**config.mk**
```make
export PLATFORM = sky130hd
export DESIGN_NAME = count_seq_monitor_flat
export DESIGN_NICKNAME = d
export VERILOG_FILES = /design/src/rtl/count_seq_monitor_if.sv /design/src/rtl/count_seq_monitor.sv /design/src/flat_wrapper.sv
export SDC_FILE = /design/constraint.sdc
export NUM_CORES = 1
export LEC_CHECK = 0
export ABC_CLOCK_PERIOD_IN_PS = 2100
export BUFFER_PORTS_ARGS = -buffer_cell sky130_fd_sc_hd__buf_4
export CAP_MARGIN = 10
export CORE_MARGIN = 10
export CORE_UTILIZATION = 35
export DETAILED_ROUTE_END_ITERATION = 10
export PLACE_DENSITY = 0.68
export SKIP_CTS_REPAIR_TIMING = 1
export SYNTH_ARGS = -nofsm -noshare
export SYNTH_HDL_FRONTEND = slang
export SYNTH_SLANG_ARGS = --single-unit
```
**constraint.sdc**
```tcl
create_clock -name clk -period 2.1 [get_ports clk]
set_input_delay 0.105 -clock clk [delete_from_list [all_inputs] [get_ports clk]]
set_output_delay 0.105 -clock clk [all_outputs]
set_load 0.01 [all_outputs]
```
**src/rtl/count_seq_monitor_if.sv**
```systemverilog
// count_seq_monitor_if: groups the sampled counter inputs and the monitor's status outputs.
//   en       upstream counter enable (compare only when high)
//   num      upstream 3-bit count value
//   clr      synchronous clear / re-arm request
//   locked   high while tracking a correct count sequence
//   match    one-cycle pulse, locked and num == MATCH_VAL
//   wrap     one-cycle pulse on a locked 7->0 step
//   wrap_cnt saturating count of wrap pulses
//   err      sticky sequence-error flag
//   err_cnt  saturating count of fault entries
// master drives the counter side; slave is the monitor.
interface count_seq_monitor_if;
   logic       en;
   logic [2:0] num;
   logic       clr;
   logic       locked;
   logic       match;
   logic       wrap;
   logic [7:0] wrap_cnt;
   logic       err;
   logic [3:0] err_cnt;

   modport master (
      output en, num, clr,
      input  locked, match, wrap, wrap_cnt, err, err_cnt
   );

   modport slave (
      input  en, num, clr,
      output locked, match, wrap, wrap_cnt, err, err_cnt
   );
endinterface

```
**src/rtl/count_seq_monitor.sv**
```systemverilog
// count_seq_monitor: watches an upstream 3-bit counter, locks after LOCK_CNT consecutive
// correct +1 steps, then flags match/wrap events and latches a sticky error on the first
// broken step while locked. All outputs are registered (one-cycle latency).
// Ports:
//   clk    rising-edge clock
//   reset  asynchronous active-low reset
//   bus    count_seq_monitor_if.slave (en/num/clr in; locked/match/wrap/wrap_cnt/err/err_cnt out)
module count_seq_monitor #(
   parameter int unsigned LOCK_CNT  = 3,
   parameter logic [2:0]  MATCH_VAL = 3'd5
) (
   input logic                clk,
   input logic                reset,
   count_seq_monitor_if.slave bus
);

   typedef enum logic [1:0] {StIdle, StSync, StTrack, StFault} state_e;

   // LOCK_CNT is limited to 1..7, so it fits the 3-bit good counter.
   localparam logic [2:0] LockVal = 3'(LOCK_CNT);

   state_e     state_q;
   logic [2:0] prev_q;
   logic [2:0] good_q;
   logic       locked_q;
   logic       match_q;
   logic       wrap_q;
   logic [7:0] wrap_cnt_q;
   logic       err_q;
   logic [3:0] err_cnt_q;

   logic [2:0] prev_inc;
   logic       step_ok;

   assign prev_inc = prev_q + 3'd1;
   assign step_ok  = (bus.num == prev_inc);

   always_ff @(posedge clk or negedge reset) begin
      if (!reset) begin
         state_q    <= StIdle;
         prev_q     <= 3'd0;
         good_q     <= 3'd0;
         locked_q   <= 1'b0;
         match_q    <= 1'b0;
         wrap_q     <= 1'b0;
         wrap_cnt_q <= 8'd0;
         err_q      <= 1'b0;
         err_cnt_q  <= 4'd0;
      end else begin
         // prev always follows num, even when disabled, cleared or faulted.
         prev_q  <= bus.num;
         match_q <= 1'b0;
         wrap_q  <= 1'b0;
         if (bus.clr) begin
            // err_cnt deliberately survives a clear.
            state_q    <= StIdle;
            good_q     <= 3'd0;
            locked_q   <= 1'b0;
            wrap_cnt_q <= 8'd0;
            err_q      <= 1'b0;
         end else begin
            case (state_q)
               StIdle: begin
                  if (bus.en) begin
                     state_q <= StSync;
                     good_q  <= 3'd0;
                  end
               end
               StSync: begin
                  if (bus.en) begin
                     if (step_ok) begin
                        good_q <= good_q + 3'd1;
                        if (good_q + 3'd1 == LockVal) begin
                           state_q  <= StTrack;
                           locked_q <= 1'b1;
                        end
                     end else begin
                        good_q <= 3'd0;
                     end
                  end
               end
               StTrack: begin
                  if (bus.en) begin
                     if (step_ok) begin
                        match_q <= (bus.num == MATCH_VAL);
                        if (prev_q == 3'd7 && bus.num == 3'd0) begin
                           wrap_q <= 1'b1;
                           if (wrap_cnt_q != 8'hFF) wrap_cnt_q <= wrap_cnt_q + 8'd1;
                        end
                     end else begin
                        state_q  <= StFault;
                        locked_q <= 1'b0;
                        err_q    <= 1'b1;
                        if (err_cnt_q != 4'hF) err_cnt_q <= err_cnt_q + 4'd1;
                     end
                  end
               end
               StFault: begin
                  // Parked until clr.
                  locked_q <= 1'b0;
                  err_q    <= 1'b1;
               end
               default: begin
                  state_q  <= StIdle;
                  locked_q <= 1'b0;
               end
            endcase
         end
      end
   end

   assign bus.locked   = locked_q;
   assign bus.match    = match_q;
   assign bus.wrap     = wrap_q;
   assign bus.wrap_cnt = wrap_cnt_q;
   assign bus.err      = err_q;
   assign bus.err_cnt  = err_cnt_q;

endmodule
```
**src/flat_wrapper.sv**
```systemverilog
// flat-port wrapper written by rule: the top's interface ports become plain ports
module count_seq_monitor_flat 
#(
   parameter int unsigned LOCK_CNT  = 3,
   parameter logic [2:0]  MATCH_VAL = 3'd5
)
  (clk, reset, bus_en, bus_num, bus_clr, bus_locked, bus_match, bus_wrap, bus_wrap_cnt, bus_err, bus_err_cnt);
  count_seq_monitor_if bus_i ();
  input logic clk;
  input logic reset;
  input wire logic [$bits(bus_i.en)-1:0] bus_en;
  input wire logic [$bits(bus_i.num)-1:0] bus_num;
  input wire logic [$bits(bus_i.clr)-1:0] bus_clr;
  output wire logic [$bits(bus_i.locked)-1:0] bus_locked;
  output wire logic [$bits(bus_i.match)-1:0] bus_match;
  output wire logic [$bits(bus_i.wrap)-1:0] bus_wrap;
  output wire logic [$bits(bus_i.wrap_cnt)-1:0] bus_wrap_cnt;
  output wire logic [$bits(bus_i.err)-1:0] bus_err;
  output wire logic [$bits(bus_i.err_cnt)-1:0] bus_err_cnt;
  assign bus_i.en = bus_en;
  assign bus_i.num = bus_num;
  assign bus_i.clr = bus_clr;
  assign bus_locked = bus_i.locked;
  assign bus_match = bus_i.match;
  assign bus_wrap = bus_i.wrap;
  assign bus_wrap_cnt = bus_i.wrap_cnt;
  assign bus_err = bus_i.err;
  assign bus_err_cnt = bus_i.err_cnt;
  count_seq_monitor #(.LOCK_CNT(LOCK_CNT), .MATCH_VAL(MATCH_VAL)) u_core (.clk(clk), .reset(reset), .bus(bus_i));
endmodule
```
==> metrics.log <==
[metrics] run status: complete, but fails checks
[metrics] violations in the final reports: negative setup slack
[metrics] Peak Freq: 0.4536 GHz
[metrics] Critical Path RT: between 2000 and 2500 ps
[metrics] insertion delay of the later-clocked pin in the worst-skew pair: between 200 and 300 ps
[metrics] DRC violation total after the first TritonRoute iteration: 47
[metrics] least setup slack across all paths after layout: -104.8 ps
[metrics] maximum clock skew at final layout: 3.849 ps
[metrics] top cells by instance count after synthesis: 24 x sky130_fd_sc_hd__dfrtp_1, 12 x sky130_fd_sc_hd__nor2_1, 11 x sky130_fd_sc_hd__ha_1, 9 x sky130_fd_sc_hd__nand2_1, 9 x sky130_fd_sc_hd__xnor2_1
[metrics] cells along the critical path: ha_2 -> ha_4 -> xor2_4 -> or3_4 -> nor4_2 -> mux2_2 -> nor2_2
[metrics] final cell count without fillers: around 220
[metrics] post-synthesis async set-or-reset flop share: between 90% and 100%
[metrics] vias per cell: roughly 5
[metrics] post-detailed-placement half-perimeter wirelength: 2311 um
[metrics] Routed Wire Length: approximately 3300 um
[metrics] number of remaining DRC errors: 0
[metrics] Die X: between 80 and 90 um
[metrics] first-pass GRT wire length: approximately 5200 um
[metrics] via total after detailed routing: 1126
[metrics] number of failing setup endpoints in the final timing report: 5
[metrics] TritonCTS buffer count: 3
[metrics] total gr overflow: 0
[metrics] GRT Max-Usage Layer: met2
[metrics] vias in the first global route: ~1100
[metrics] startpoint kind of the worst setup timing path: flip-flop
[metrics] Final Max Tran Viols: 0
[metrics] drt first pass iters: 4
[metrics] post-CTS clock slew at the launch and capture registers of the worst setup and hold paths: 90 ps
[metrics] CP endpoint kind: flip-flop
[metrics] buffer levels on the longest clock path: 2
[metrics] fraction of met2 tracks used by global routing: 13.76%
[metrics] critical path's largest stage delay: about 420 ps
[metrics] total leakage power: approximately 0.82 nW
[metrics] count of cell instances traversed by the critical path: 7
[metrics] dominant cell by count in the synthesized netlist: sky130_fd_sc_hd__dfrtp_1
[metrics] clock tree from TritonCTS: yes
[metrics] transition time at the pin with the least slew margin: 403.6 ps
[metrics] total number of H-tree levels: 1
[metrics] number of sinks handled by clock tree synthesis: 24
[metrics] arrival time of the worst setup path: about 2400 ps
[metrics] layout filler cell count: 366
[metrics] Antenna Violating Nets Remaining: 0
[metrics] initial antenna violation count: 0
[metrics] fraction of final layout cells with drive strength greater than 1: a little under 40%
[metrics] most used flip-flop cell after synthesis: sky130_fd_sc_hd__dfrtp_1
[metrics] total placed cells including tap cells: about 200
[metrics] starting density of the core: 37.00%
[metrics] Mapped Nets: ~150
[metrics] Max rail drop VDD: roughly 400 uV
[metrics] biggest area contributors in the synthesized netlist: sky130_fd_sc_hd__dfrtp_1 43%, sky130_fd_sc_hd__ha_1 9.9%, sky130_fd_sc_hd__xnor2_1 5.7%, sky130_fd_sc_hd__nor2_1 3.3%, sky130_fd_sc_hd__nand2_1 2.4%
[metrics] flip-flop and latch count after synthesis: 24
[metrics] Die Area: slightly below 7000 sq um
[metrics] setup repair after global routing missed its margin: true
[metrics] Worst Path Max Fanout: 5
[metrics] number of maximum-capacitance violations: 0
[metrics] post-synthesis cell type count: 38
[metrics] All-Layer GR Usage: between 8 and 9%
[metrics] power density relative to cell area: 742.3 nW/um^2
[metrics] count of cells along the worst register-to-register path: 7
[metrics] Post-Synthesis Cells: around 130
[metrics] pin count of the biggest net entering global routing: 25
[metrics] routability congestion estimate from global placement: between 0.8 and 0.9
[metrics] Relative slew margins: between 70% and 80%
[metrics] class of the tightest hold or removal check: input port to flip-flop
[metrics] routed length per instance: between 10 and 15 um
[metrics] core area: around 3700 sq um
[metrics] worst hold path depth: 3
[metrics] count of flip-flops with a built-in enable after synthesis: 0
[metrics] final antenna diode count: 0
[metrics] slowest stage cell, crit path: sky130_fd_sc_hd__or3_4
[metrics] number of input and output port buffers inserted: 22
[metrics] final cycle utilization of the critical path: 105.0%
[metrics] master cell of the clock root buffer: sky130_fd_sc_hd__clkbuf_8
[metrics] synth warn: 0
[metrics] Tmin final: 2205 ps
[metrics] met3 track demand over resource: under 10%
[metrics] layout-stage area growth over the synthesis result: 35.14%
[metrics] M1 GR Usage: a little over a tenth
[metrics] area occupied by multi-input gates: a little over 800 sq um
[metrics] number of I/O pins: 23
[metrics] Final Net Count: 190
[metrics] Buf/Inv on CP: 0
[metrics] CP top delay family: simple AND/OR/NAND/NOR gates
[metrics] Final Hold Viols: 0
[metrics] Syn Std Cell Area: 1385 sq um
[metrics] footprint of the flip-flops and latches: between 600 and 700 sq um
[metrics] mean cell area of the mapped netlist: 10.74 sq um
[metrics] overall die height: just over 80 um
[metrics] start-to-end type of the worst setup path: flip-flop to flip-flop
[metrics] Setup Slack @ Placement: -99.92 ps
[metrics] cell type contributing the most total cell area after synthesis: sky130_fd_sc_hd__dfrtp_1
[metrics] sequential area share after synthesis: between 40% and 50%
[metrics] number of standard-cell rows in the floorplan: 22
[metrics] Yosys top cell area share: 43.36%
cell type report:
type | instances | area share, %
inverter | 7 | 1.404
timing repair buffer | 40 | 16.98
multi-input combinational | 96 | 43.38
sequential | 24 | 32.09
tap | 48 | 3.209
clock buffer | 4 | 2.941
worst min-delay path, delay by kind of cell:
kind          cells  cell delay, ps
simple gates      2             130
buf+inv           1             130
power by group:
part | switching, mW | internal [mW] | total, mW
Sequential | 0.0560 | 0.516 | 0.572
Combinational | 0.249 | 0.242 | 0.491
Clock | 0.159 | 0.168 | 0.327
Total | 0.464 | 0.925 | 1.39
placed cells by master (no fill, tap or decap), drive strengths merged, types with 6 or more instances in the layout:
| master | n |
|---|---|
| nand3 | 6 |
| buf | 36 |
| inv | 7 |
| nand2 | 9 |
| a21oi | 6 |
| or3 | 7 |
| dfrtp | 24 |
| nor2 | 12 |
| xnor2 | 9 |
| ha | 11 |
flip-flops by register name, summed over array words and instances, names as in the netlist:
| signal | cells |
|---|---|
| u_core.bus.match | 1 |
| u_core.state_q | 2 |
| u_core.prev_q | 3 |
| u_core.bus.err_cnt | 4 |
| u_core.bus.wrap_cnt | 8 |
| u_core.bus.err | 1 |
| u_core.good_q | 3 |
| u_core.bus.wrap | 1 |
| u_core.bus.locked | 1 |
per-layer routing:
layer | share of wire [%] | vias to the layer above | wire length (um)
met2 | 50 | 23 | 1643
li1 | - | 539 | -
met1 | 43 | 556 | 1416
met5 | 0 | - | 0
met4 | 2.7 | 0 | 90
met3 | 3.9 | 8 | 129
cells by family (layout without fill, tap and decap cells):
family / Yosys count / in the layout / synth area share [%]
AND/OR/NAND/NOR: 51 / 52 / 22.40
flip-flops: 24 / 24 / 43.36
AO/OA/AOI/OAI: 18 / 18 / 9.937
XOR/XNOR: 12 / 12 / 7.589
adder cells (fa/ha/maj): 11 / 11 / 9.937
buffers and inverters: 10 / 51 / 4.336
multiplexers: 3 / 3 / 2.439
metrics by stage:
stage / setup TNS [ps] / hold slack (ps) / utilization, % / cell area [sq um] / power [mW]
after CTS: -865.2 / -278.9 / 45.32 / 1697 / 1.322
final: -265.5 / 113.4 / 50.00 / 1872 / 1.389
after floorplan: -38.98 / -190.6 / - / 1390 / 0.8295
after global routing: -1153 / 115.5 / 50.00 / 1872 / 1.474
after detailed placement: -588.5 / 25.34 / 43.85 / 1642 / 0.9939
after global placement: -170.1 / 16.72 / 43.85 / 1642 / 0.9714
worst paths after layout:
check	start	end	slack, ps
max	u_core.prev_q[0]	u_core.bus.wrap_cnt[7]	-100
min	bus_num[0]	u_core.bus.match	110
max reg2reg	u_core.prev_q[0]	u_core.bus.wrap_cnt[7]	-100
min reg2reg	u_core.bus.err_cnt[3]	u_core.bus.err_cnt[3]	520
max in group asynchronous	reset	u_core.bus.err_cnt[1]	1600
min in group asynchronous	reset	u_core.prev_q[1]	260
(Power assumes the default switching activity.)
